## config.mk

```make
export PLATFORM = sky130hd
export DESIGN_NAME = apb_req_master
export DESIGN_NICKNAME = d
export VERILOG_FILES = /design/src/rtl/apb_pkg.sv /design/src/rtl/apb_timeout_cnt.sv /design/src/rtl/apb_req_master.sv
export SDC_FILE = /design/constraint.sdc
export NUM_CORES = 1
export LEC_CHECK = 0
export ABC_AREA = 1
export BUFFER_PORTS_ARGS = -buffer_cell sky130_fd_sc_hd__buf_4
export CORE_UTILIZATION = 45
export DETAILED_ROUTE_END_ITERATION = 8
export GPL_TIMING_DRIVEN = 1
export PLACE_DENSITY = 0.72
export SYNTH_ARGS = -nofsm -noshare
export SYNTH_HDL_FRONTEND = slang
export SYNTH_SLANG_ARGS = --single-unit
```

## constraint.sdc

```tcl
create_clock -name PCLK -period 4.2 [get_ports PCLK]
set_input_delay 0.63 -clock PCLK [delete_from_list [all_inputs] [get_ports PCLK]]
set_output_delay 0.63 -clock PCLK [all_outputs]
set_load 0.005 [all_outputs]
```

## src/rtl/apb_pkg.sv

```systemverilog
// Shared definitions for the request-to-APB master: FSM state encoding
// and sizing of the ACCESS wait-state timeout counter.
package apb_pkg;

    localparam logic [1:0] ST_IDLE   = 2'd0;
    localparam logic [1:0] ST_SETUP  = 2'd1;
    localparam logic [1:0] ST_ACCESS = 2'd2;

    typedef enum logic [1:0] {
        APB_IDLE   = ST_IDLE,
        APB_SETUP  = ST_SETUP,
        APB_ACCESS = ST_ACCESS
    } apb_state_e;

    // A disabled timeout (0) still gets a 1-bit counter so the port widths stay legal.
    function automatic int tmo_cnt_w(input int timeout);
        return (timeout < 1) ? 1 : $clog2(timeout + 1);
    endfunction

endpackage

```

## src/rtl/apb_timeout_cnt.sv

```systemverilog
// Purpose: counts ACCESS cycles with PREADY low and flags the last permitted one.
// Latency: expire is combinational from the current count and en.
// Backpressure: none; clr has priority over en.
module apb_timeout_cnt
    import apb_pkg::*;
#(
    parameter int unsigned TIMEOUT = 16
) (
    input  logic PCLK,
    input  logic PRESETN,
    input  logic clr,
    input  logic en,
    output logic expire
);

    localparam int CW = tmo_cnt_w(int'(TIMEOUT));

    logic [CW-1:0] cnt;

    always_ff @(posedge PCLK or negedge PRESETN) begin
        if (!PRESETN) begin
            cnt <= '0;
        end else if (clr) begin
            cnt <= '0;
        end else if (en) begin
            cnt <= cnt + CW'(1);
        end
    end

    // The cycle holding count TIMEOUT-1 is the TIMEOUT-th stalled ACCESS cycle.
    assign expire = (TIMEOUT != 0) && en && (cnt == CW'(TIMEOUT - 1));

endmodule

```

## src/rtl/apb_req_master.sv

```systemverilog
// Purpose: single-outstanding valid/ready request to APB3 master bridge.
// Latency: accept in cycle N -> SETUP N+1, ACCESS N+2, RSP_VALID N+3 plus one per wait state.
// Backpressure: REQ_READY only in IDLE; RSP_VALID is a one-cycle strobe with no backpressure.
module apb_req_master
    import apb_pkg::*;
#(
    parameter int unsigned AWIDTH  = 8,
    parameter int unsigned DWIDTH  = 8,
    parameter int unsigned TIMEOUT = 16
) (
    input  logic              PCLK,
    input  logic              PRESETN,
    input  logic              REQ_VALID,
    output logic              REQ_READY,
    input  logic              REQ_WRITE,
    input  logic [AWIDTH-1:0] REQ_ADDR,
    input  logic [DWIDTH-1:0] REQ_WDATA,
    output logic              RSP_VALID,
    output logic [DWIDTH-1:0] RSP_RDATA,
    output logic              RSP_ERR,
    output logic              PSEL,
    output logic              PENABLE,
    output logic              PWRITE,
    output logic [AWIDTH-1:0] PADDR,
    output logic [DWIDTH-1:0] PWDATA,
    input  logic [DWIDTH-1:0] PRDATA,
    input  logic              PREADY,
    input  logic              PSLVERR
);

    apb_state_e        state;
    apb_state_e        state_nxt;

    logic              req_ready_nxt;
    logic              psel_nxt;
    logic              penable_nxt;
    logic              pwrite_nxt;
    logic [AWIDTH-1:0] paddr_nxt;
    logic [DWIDTH-1:0] pwdata_nxt;
    logic              rsp_valid_nxt;
    logic [DWIDTH-1:0] rsp_rdata_nxt;
    logic              rsp_err_nxt;

    logic              req_accept;
    logic              tmo_clr;
    logic              tmo_en;
    logic              tmo_expire;

    assign req_accept = (state == APB_IDLE) && REQ_VALID && REQ_READY;
    assign tmo_clr    = (state != APB_ACCESS);
    assign tmo_en     = (state == APB_ACCESS) && !PREADY;

    apb_timeout_cnt #(
        .TIMEOUT (TIMEOUT)
    ) u_tmo (
        .PCLK    (PCLK),
        .PRESETN (PRESETN),
        .clr     (tmo_clr),
        .en      (tmo_en),
        .expire  (tmo_expire)
    );

    always_comb begin
        state_nxt     = state;
        pwrite_nxt    = PWRITE;
        paddr_nxt     = PADDR;
        pwdata_nxt    = PWDATA;
        rsp_valid_nxt = 1'b0;
        rsp_rdata_nxt = RSP_RDATA;
        rsp_err_nxt   = RSP_ERR;

        case (state)
            APB_IDLE: begin
                if (req_accept) begin
                    state_nxt  = APB_SETUP;
                    pwrite_nxt = REQ_WRITE;
                    paddr_nxt  = REQ_ADDR;
                    pwdata_nxt = REQ_WDATA;
                end
            end
            APB_SETUP: begin
                state_nxt = APB_ACCESS;
            end
            APB_ACCESS: begin
                // A slave completing on the expiry cycle wins over the abort.
                if (PREADY) begin
                    state_nxt     = APB_IDLE;
                    rsp_valid_nxt = 1'b1;
                    rsp_rdata_nxt = PWRITE ? '0 : PRDATA;
                    rsp_err_nxt   = PSLVERR;
                end else if (tmo_expire) begin
                    state_nxt     = APB_IDLE;
                    rsp_valid_nxt = 1'b1;
                    rsp_rdata_nxt = '0;
                    rsp_err_nxt   = 1'b1;
                end
            end
            default: begin
                state_nxt = APB_IDLE;
            end
        endcase

        req_ready_nxt = (state_nxt == APB_IDLE);
        psel_nxt      = (state_nxt != APB_IDLE);
        penable_nxt   = (state_nxt == APB_ACCESS);
    end

    always_ff @(posedge PCLK or negedge PRESETN) begin
        if (!PRESETN) begin
            state     <= APB_IDLE;
            REQ_READY <= 1'b0;
            PSEL      <= 1'b0;
            PENABLE   <= 1'b0;
            PWRITE    <= 1'b0;
            PADDR     <= '0;
            PWDATA    <= '0;
            RSP_VALID <= 1'b0;
            RSP_RDATA <= '0;
            RSP_ERR   <= 1'b0;
        end else begin
            state     <= state_nxt;
            REQ_READY <= req_ready_nxt;
            PSEL      <= psel_nxt;
            PENABLE   <= penable_nxt;
            PWRITE    <= pwrite_nxt;
            PADDR     <= paddr_nxt;
            PWDATA    <= pwdata_nxt;
            RSP_VALID <= rsp_valid_nxt;
            RSP_RDATA <= rsp_rdata_nxt;
            RSP_ERR   <= rsp_err_nxt;
        end
    end

endmodule

```

# Word-level counts from Yosys, hierarchy flattened
# Index checks and enable logic that the tools add are counted.
totals:
  latchBits: 0
  mem_bits_ro: 0
  ff_bits: 37
  n_memories: 0
  ramBits: 0
op_classes:
  eq_ne: 5
  reduce_logical: 12
  bitwise: 0
  addsub: 1
  shift: 0
  order_cmp: 0
  n_mul: 0
  mux: 14
  n_div: 0
op_table:
  columns: ["operator", "n"]
  rows:
  - ["8-bit 2-to-1 mux", 3]
  - ["5-bit 2-to-1 mux", 2]
  - ["2-bit 2-to-1 mux", 3]
  - ["2-bit one-hot mux with 3 select lines", 1]
  - ["2-bit nonzero test", 3]
  - ["5-bit by 1-bit adder with 5-bit output, second input constant", 1]
  - ["5-bit by 4-bit equality test with 1-bit output, second input constant", 1]
  - ["1-bit 2-to-1 mux", 5]
  - ["2-bit equality test, second input constant", 2]
  - ["1-bit logical AND", 4]
  - ["2-bit zero test", 2]
  - ["2-bit AND reduction", 2]
  - ["2-bit by 1-bit equality test with 1-bit output, second input constant", 1]
  - ["2-bit != test, second input constant", 1]
  - ["1-bit zero test", 1]

# Depth between registers and ports, before layout
# Gate-level depths: netlist of run 1.
depth:
  word_depth: 7
  ltp_mapped: 8
  depth_no_buf: 8

# Hierarchy
# From an unflattened synthesis of run 1, not the netlist that was laid out.
unflattened:
  cells_unflattened: 187
  area_unflattened_um2: 1594.0
by_module_without_submodules:
  columns: ["mod", "instances", "area_each_um2", "seq_area_each_um2", "cells_per_inst"]
  rows:
  - ["apb_req_master", 1, 1318.8, 800.8, 154]
  - ["apb_timeout_cnt", 1, 275.3, 125.1, 33]

# Worst setup path after synthesis of run 1
# No wires, ideal clock.
synth_timing:
  path_type: "register -> register"
  start: "reg u_tmo.cnt[0]"
  end: "reg RSP_ERR"
  path_stages_with_launch: 8
  arrival_time_ns: 1.247
  setup_time_ns: 0.066
  synth_period_minus_slack_ns: 1.312
  path_slack_ns: 2.888
  cell_sequence: "dfrtp_1 ha_1 inv_1 nor2_1 ha_1 o21ai_2 nand2_1 nand2_1"
synth_between:
  elab_chain_cells: 4
synth_lines:
  columns: ["item", "line_no", "rtl"]
  rows:
  - ["from (decl)", "apb_timeout_cnt.sv:18", "logic [CW-1:0] cnt;"]
  - ["from (signal assigned)", "apb_timeout_cnt.sv:26", "cnt <= cnt + CW'(1);"]
  - ["5-bit by 4-bit equality test with 1-bit output", "apb_timeout_cnt.sv:31", "assign expire = (TIMEOUT != 0) && en && (cnt == CW'(TIMEOUT - 1));"]
  - ["1-bit logical AND", "apb_timeout_cnt.sv:31", null]
  - ["2-bit nonzero test (no line)", null, null]
  - ["2-bit AND reduction (no line)", null, null]
  - ["to (signal assigned)", "apb_req_master.sv:130", "RSP_ERR <= rsp_err_nxt;"]
  - ["to (decl)", "apb_req_master.sv:20", "output logic RSP_ERR,"]
# No other way between the ends.
# A chain may end at the register's enable or synchronous reset.

# Worst setup path after layout of run 1
layout_timing:
  start: "reg PADDR[1]"
  end: "out PADDR[1]"
layout_lines:
  columns: ["item", "line_no", "rtl"]
  rows:
  - ["from (decl)", "apb_req_master.sv:24", "output logic [AWIDTH-1:0] PADDR,"]
  - ["from (signal assigned)", "apb_req_master.sv:126", "PADDR <= paddr_nxt;"]
# No word-level cell between the ends.

==> impl_metrics.ini, run 1 <==
[run_status]
status = completed

[die]
die_w_um = 59.6
initial_core_util_pct = 48.1
die_h_um = 59.6
rows = 20
core_um2 = 3100
dieArea_um2 = 3550
io_pins = 60

[routing]
first_pass_iters = 4
initialDrtViolationCount = 92
drt-vias-per-instance = 4.68
post_drt_wl_per_cell_um = 11.7
dr_total_vias = 1274
route.detailed.drc = 0
postRouteAntennaNets = 0
wl_um = 3190

[worst_setup_path]
crit_required_ns = 3.57
critPathCaptureType = output port
worst-endpoint-arrival_ns = 0.89
crit_path_max_incr_delay_ns = 0.42
cp_num_buf_inv = 1
r2r-end = RSP_RDATA[3]
reg2reg_slack_ns = 2.69
cp_max_fo = 2
reg2reg_from = u_tmo.cnt[0]
start_kind = flop
path_cells = buf_4
r2r_cells = 7
slowest_stage = dfrtp_1
crit_family = flip-flops
critical_path_class = reg2out

[sta]
finalSetupTns_ns = 0
grt_setup_unrepaired = no
tightest_slew_ns = 0.655
setup_viol = 0
finalClockSkew_ns = 0.00994
hold_viol = 0
slew_violations = 0
fin_crit_ns = 1.52
slew_headroom_pct = 56.2
period_share_pct = 36.3
fmax_ghz = 0.656

[layout]
diodes = 0
final_common_cell = nand2_1
drive_gt1_share_pct = 31.1
final_cell_mix = nand2_1 (83), buf_4 (59), dfrtp_1 (37)
finalNonFillerCells = 272
fill_cells = 287
area_growth_pct = 35.8
nNetsFinal = 260

[global_routing]
grt_max_degree = 38
grt_overflow = 0
grt_pass1_wl_um = 5030
antenna_found_initial = 0
grt_usage_pct = 19.5
grt_pass1_vias = 1167

[pwr]
seqPwrFrac_pct = 46.4
power.internal_uw = 841
ir_worst_vdd_v = 0.000303
p_switching_uw = 439
power.density_nw_per_um2 = 632
swShare_pct = 34.3
power_leakage_nw = 1.13
combPwrFrac_pct = 38.9
power_frac_clock_pct = 14.7

[synth]
syn_area_um2 = 1490
syn_inst = 164
ys_ff_latch = 37
synthMuxAreaShare_pct = 0
seq_area_frac_synth_pct = 62.1
yosysWarnings = 0
synth_fa_ha_area_share_pct = 1.68
synth_simple_gate_area_share_pct = 30.8
avgSynthCellArea_um2 = 9.09
synth_fp_nets = 196
synth_top_family_by_area = simple AND/OR/NAND/NOR gates
synth_xor_area_share_pct = 0
synth_cell_type_count = 17
synth_compound_area_share_pct = 1.93

[placed_design]
dp_cells = 265
place_congestion = 0.746
hpwl_um = 2270
port_buffers = 59

[clock_network]
clk_pin_slew_ns = 0.11
clockBufferDepth = 2
root_buffer = clkbuf_4
numClockSinks = 37
holdBufCountCts = 0
cts_tree = done
post_cts_resized = 0
clk_latency_ns = 0.33
cts_buffers = 5
htreeDepth = 2
post-cts-setup-buffer-count = 0

[run]
drv_cap = 0

[worst_hold_path]
min_path_type = in2async
[metal layers]
layer  vias up  global-route usage (%)  part of all wire (%)
met4         0                    6.98                   1.1
met2        50                    31.5                    47
met3         6                    6.33                   6.9
met5         -                       0                     0
met1       579                    24.4                    45
li1        639                       -                     -
[power groups by stage]
stage	logic, mW	clock network, mW	registers (mW)
after global routing	0.560	0.208	0.610
final	0.498	0.188	0.594
after global placement	0.490	0	0.595
after detailed placement	0.506	0	0.597
after floorplan	0.219	0	0.603
after CTS	0.506	0.192	0.595
[cell type report]
type	count	area, µm²	share of cell area (%)
tap	44	55.1	2.72
clock buffer	7	55.1	2.72
sequential	37	926	45.7
inverter	9	33.8	1.67
multi-input combinational	116	513	25.3
timing repair buffer	59	443	21.9
[cell usage after synthesis (all sizes together)]
| cell | instances | area [µm²] |
|---|---|---|
| nor2 | 10 | 47.6 |
| o21ai | 3 | 18.8 |
| buf | 2 | 18.8 |
| inv | 9 | 33.8 |
| a21oi | 2 | 10.0 |
| ha | 2 | 25.0 |
| nor3 | 2 | 21.3 |
| nand4 | 1 | 12.5 |
| dfrtp | 37 | 926 |
| or2 | 1 | 6.26 |
| nand3 | 12 | 60.1 |
| nand2 | 83 | 312 |
[cells by family after synthesis]
kind of cell	after synthesis
and+or+nand+nor	109
AOI/OAI and AO/OA	5
adders and majority gates	2
buffers and inverters	11
DFF	37
[worst max path at each step]
stage | startpoint | endpoint | slack, ns | cells past startpoint
2_1_floorplan | u_tmo.cnt[0] | RSP_ERR | 2.89 | 7
3_3_place_gp | REQ_VALID | PWDATA[2] | 2.62 | 5
3_5_place_dp | REQ_VALID | PWDATA[0] | 2.59 | 5
4_1_cts | PADDR[1] | PADDR[1] | 2.66 | 1
5_1_grt | u_tmo.cnt[1] | RSP_RDATA[3] | 2.54 | 7
6_report | PADDR[1] | PADDR[1] | 2.68 | 1
[per-stage QoR]
step                      setup slack (ns)  hold WS (ns)  area, µm²  util [%]  total power, mW
after floorplan                       2.89         0.334       1490         -            0.821
after global placement                2.62         0.462       1970      63.5             1.09
after detailed placement              2.59         0.467       1970      63.5             1.10
after CTS                             2.66         0.247       2030      65.3             1.29
after global routing                  2.54         0.252       2030      65.3             1.38
final                                 2.68         0.231       2030      65.3             1.28
[registers in the layout (all words and copies together) (netlist names)]
signal	cells
u_tmo.cnt	5
RSP_ERR	1
PSEL	1
PADDR	8
PWDATA	8
RSP_RDATA	8
PWRITE	1
RSP_VALID	1
REQ_READY	1
PENABLE	1
state	2
(Power assumes the default switching activity.)
==> run 2: changes to the inputs <==
ABC_AREA = 0   (was 1)
CORE_UTILIZATION = 42   (was 45)
PLACE_DENSITY = 0.71   (was 0.72)
clock period = 1.39 ns   (was 4.2 ns; I/O delays follow)
==> run 2 against run 1 <==
- critical path type is now reg2reg
- power rose to 3.1 times the previous value
- critical path depth rose by 6
- non-clock buffer count is 15 higher
- area after synthesis fell by 4.8%
- first-iteration DRC count decreased by 71%
- clock power rose to 3.0 times the previous value
- combinational power grew to 3.3 times the previous value
- global-route usage fell by 2.5 points
- sequential power grew to 2.9 times the previous value
- final area rose by 4.6%
- the run now ends with negative setup slack left
- sequential share of layout area shrank 2.0 points
- largest cell class unchanged
==> impl_metrics.ini, run 2 <==
[run_status]
status = complete, but fails checks
failed_checks = negative setup slack

[sta]
finalClockSkew_ns = 0.00582
slew_violations = 0
grt_setup_unrepaired = yes
fin_crit_ns = 1.63
worst_slack_ns = -0.235
hold_viol = 0
fmax_ghz = 0.615
period_share_pct = 117
setup_viol = 13
tightest_slew_ns = 0.451
slew_headroom_pct = 69.9

[pwr]
power_leakage_nw = 1.04
power.total_mw = 3.94
ir_worst_vdd_v = 0.000906
power.density_nw_per_um2 = 1860

[routing]
route.detailed.drc = 0
drt-vias-per-instance = 4.87
postRouteAntennaNets = 0
post_drt_wl_per_cell_um = 13.5
dr_total_vias = 1062
first_pass_iters = 4
wl_um = 2940
initialDrtViolationCount = 27

[synth]
syn_inst = 98
synth_area_leader_cell = dfrtp_1
async_flop_share_pct = 100
seq_area_frac_synth_pct = 65.2
ys.flop_type = dfrtp_1
synth_cell_type_count = 24
yosysWarnings = 0
ys_ff_latch = 37
synth-edff-count = 0
synth_fp_nets = 130
synthMostInstantiatedCell = dfrtp_1
syn_area_um2 = 1420
synth_top_cells_by_area = dfrtp_1 (65%), mux2_2 (13%), a22o_1 (4.9%)
avgSynthCellArea_um2 = 14.5
yosysTopAreaCellShare_pct = 65.2
synth_common_cells = dfrtp_1 (37), mux2_2 (17), nor2_1 (9)

[placed_design]
place_congestion = 0.698
hpwl_um = 2050
port_buffers = 59
place_area_um2 = 1980

[global_routing]
antenna_found_initial = 0
grt_pass1_vias = 1016
grt_pass1_wl_um = 4290
grt_max_degree = 38
grt_overflow = 0
grt_usage_pct = 17.0

[worst_setup_path]
critical_path_class = reg2reg
start_kind = flop
crit_required_ns = 1.62
critPathCaptureType = flop
worst-endpoint-arrival_ns = 1.85
cp_max_fo = 8

[clock_network]
clk_pin_slew_ns = 0.10
root_buffer = clkbuf_4
clockBufferDepth = 2
cts_buffers = 5
clk_latency_ns = 0.33
cts_tree = done
numClockSinks = 37
htreeDepth = 2

[run]
drv_cap = 0

[die]
core_um2 = 3130
rows = 20
initial_core_util_pct = 45.4
io_pins = 60
dieArea_um2 = 3620
die_w_um = 60.2
die_h_um = 60.2

[layout]
final_cell_mix = buf_4 (68), dfrtp_1 (37), mux2_2 (17)
nNetsFinal = 206
area_growth_pct = 49.3
diodes = 0
final_common_cell = buf_4
utilization_pct = 67.8
drive_gt1_share_pct = 59.2
reg_top3 = PADDR (8), PWDATA (8), RSP_RDATA (8)
design_area_um2 = 2120

[worst_hold_path]
min_path_type = in2reg
[run 2: cell count changes in the layout (fill, tap and decap cells not counted), moves of 2 or more]
| cell | change |
|---|---|
| nand3_1 | -12 |
| inv_1 | -7 |
| ha_1 | -2 |
| a22o_1 | +8 |
| nand2_1 | -83 |
| o21ai_0 | -2 |
| buf_4 | +9 |
| xor2_1 | +2 |
| buf_6 | +5 |
| mux2_2 | +17 |
[run 2: worst max-delay path: stages (launching register included)]
cell	delay, ns
dfrtp_1	0.38
ha_2	0.18
and3_4	0.19
ha_4	0.13
nor2_1	0.04
or2_1	0.24
buf_6	0.15
a22o_1	0.22
[run 2: kinds of logic after synthesis]
| family | share of synthesized area (%) |
|---|---|
| AOI/OAI and AO/OA | 6.96 |
| muxes | 14.2 |
| and+or+nand+nor | 6.87 |
| xor gates and xnor gates | 1.85 |
| DFF | 65.2 |
| buffers and inverters | 3.17 |
| adders and majority gates | 1.76 |
[run 2: cell type report]
cell class                      instances  area (µm²)
Tap cell                               44        55.1
Sequential cell                        37         926
Multi-Input combinational cell         54         499
Fill cell                             247        1010
Inverter                                2        7.51
Timing Repair Buffer                   74         577
Clock buffer                            7        55.1
[run 2: worst paths after layout]
path,cells past startpoint,from,slack (ns),to
min reg2reg,1,RSP_RDATA[3],0.51,RSP_RDATA[3]
max in group asynchronous,2,PRESETN,0.69,RSP_RDATA[1]
max reg2reg,7,u_tmo.cnt[0],-0.24,RSP_RDATA[3]
min,2,PSLVERR,0.08,RSP_ERR
min in group asynchronous,2,PRESETN,0.37,u_tmo.cnt[2]
max,7,u_tmo.cnt[0],-0.24,RSP_RDATA[3]
[run 2: timing repair]
item / in CTS / in global routing
hold endpoints to repair: 37 / 0
cloned: 0 / 1
resized for setup: 2 / 10
endpoints found under the setup margin: 12 / 25
buffers inserted: 0 / 3
hold buffers: 1 / 0
pin swaps: 0 / 5
[run 2: stage by stage]
step	hold WS (ns)	TNS, ns	worst slack, ns	std cells
5_1_grt	0.0578	-3.37	-0.252	218
2_1_floorplan	-0.0871	-1.21	-0.137	98
6_report	0.0806	-2.45	-0.235	218
3_3_place_gp	0.187	-1.59	-0.157	206
4_1_cts	0.0707	-2.11	-0.211	214
3_5_place_dp	0.192	-2.18	-0.236	206
[run 2: per-layer routing]
layer | wire length, µm | GRT usage [%] | vias to the layer above
met3 | 266 | 7.58 | 4
met2 | 1430 | 28.1 | 55
li1 | - | - | 496
met1 | 1220 | 19.3 | 507
met4 | 23 | 5.98 | 0
met5 | 0 | 0 | -
[run 2: where the power goes]
group / total, mW / internal [mW] / switching (mW)
Sequential: 1.75 / 1.51 / 0.249
Clock: 0.560 / 0.239 / 0.322
Combinational: 1.63 / 1.08 / 0.550
Total: 3.94 / 2.82 / 1.12
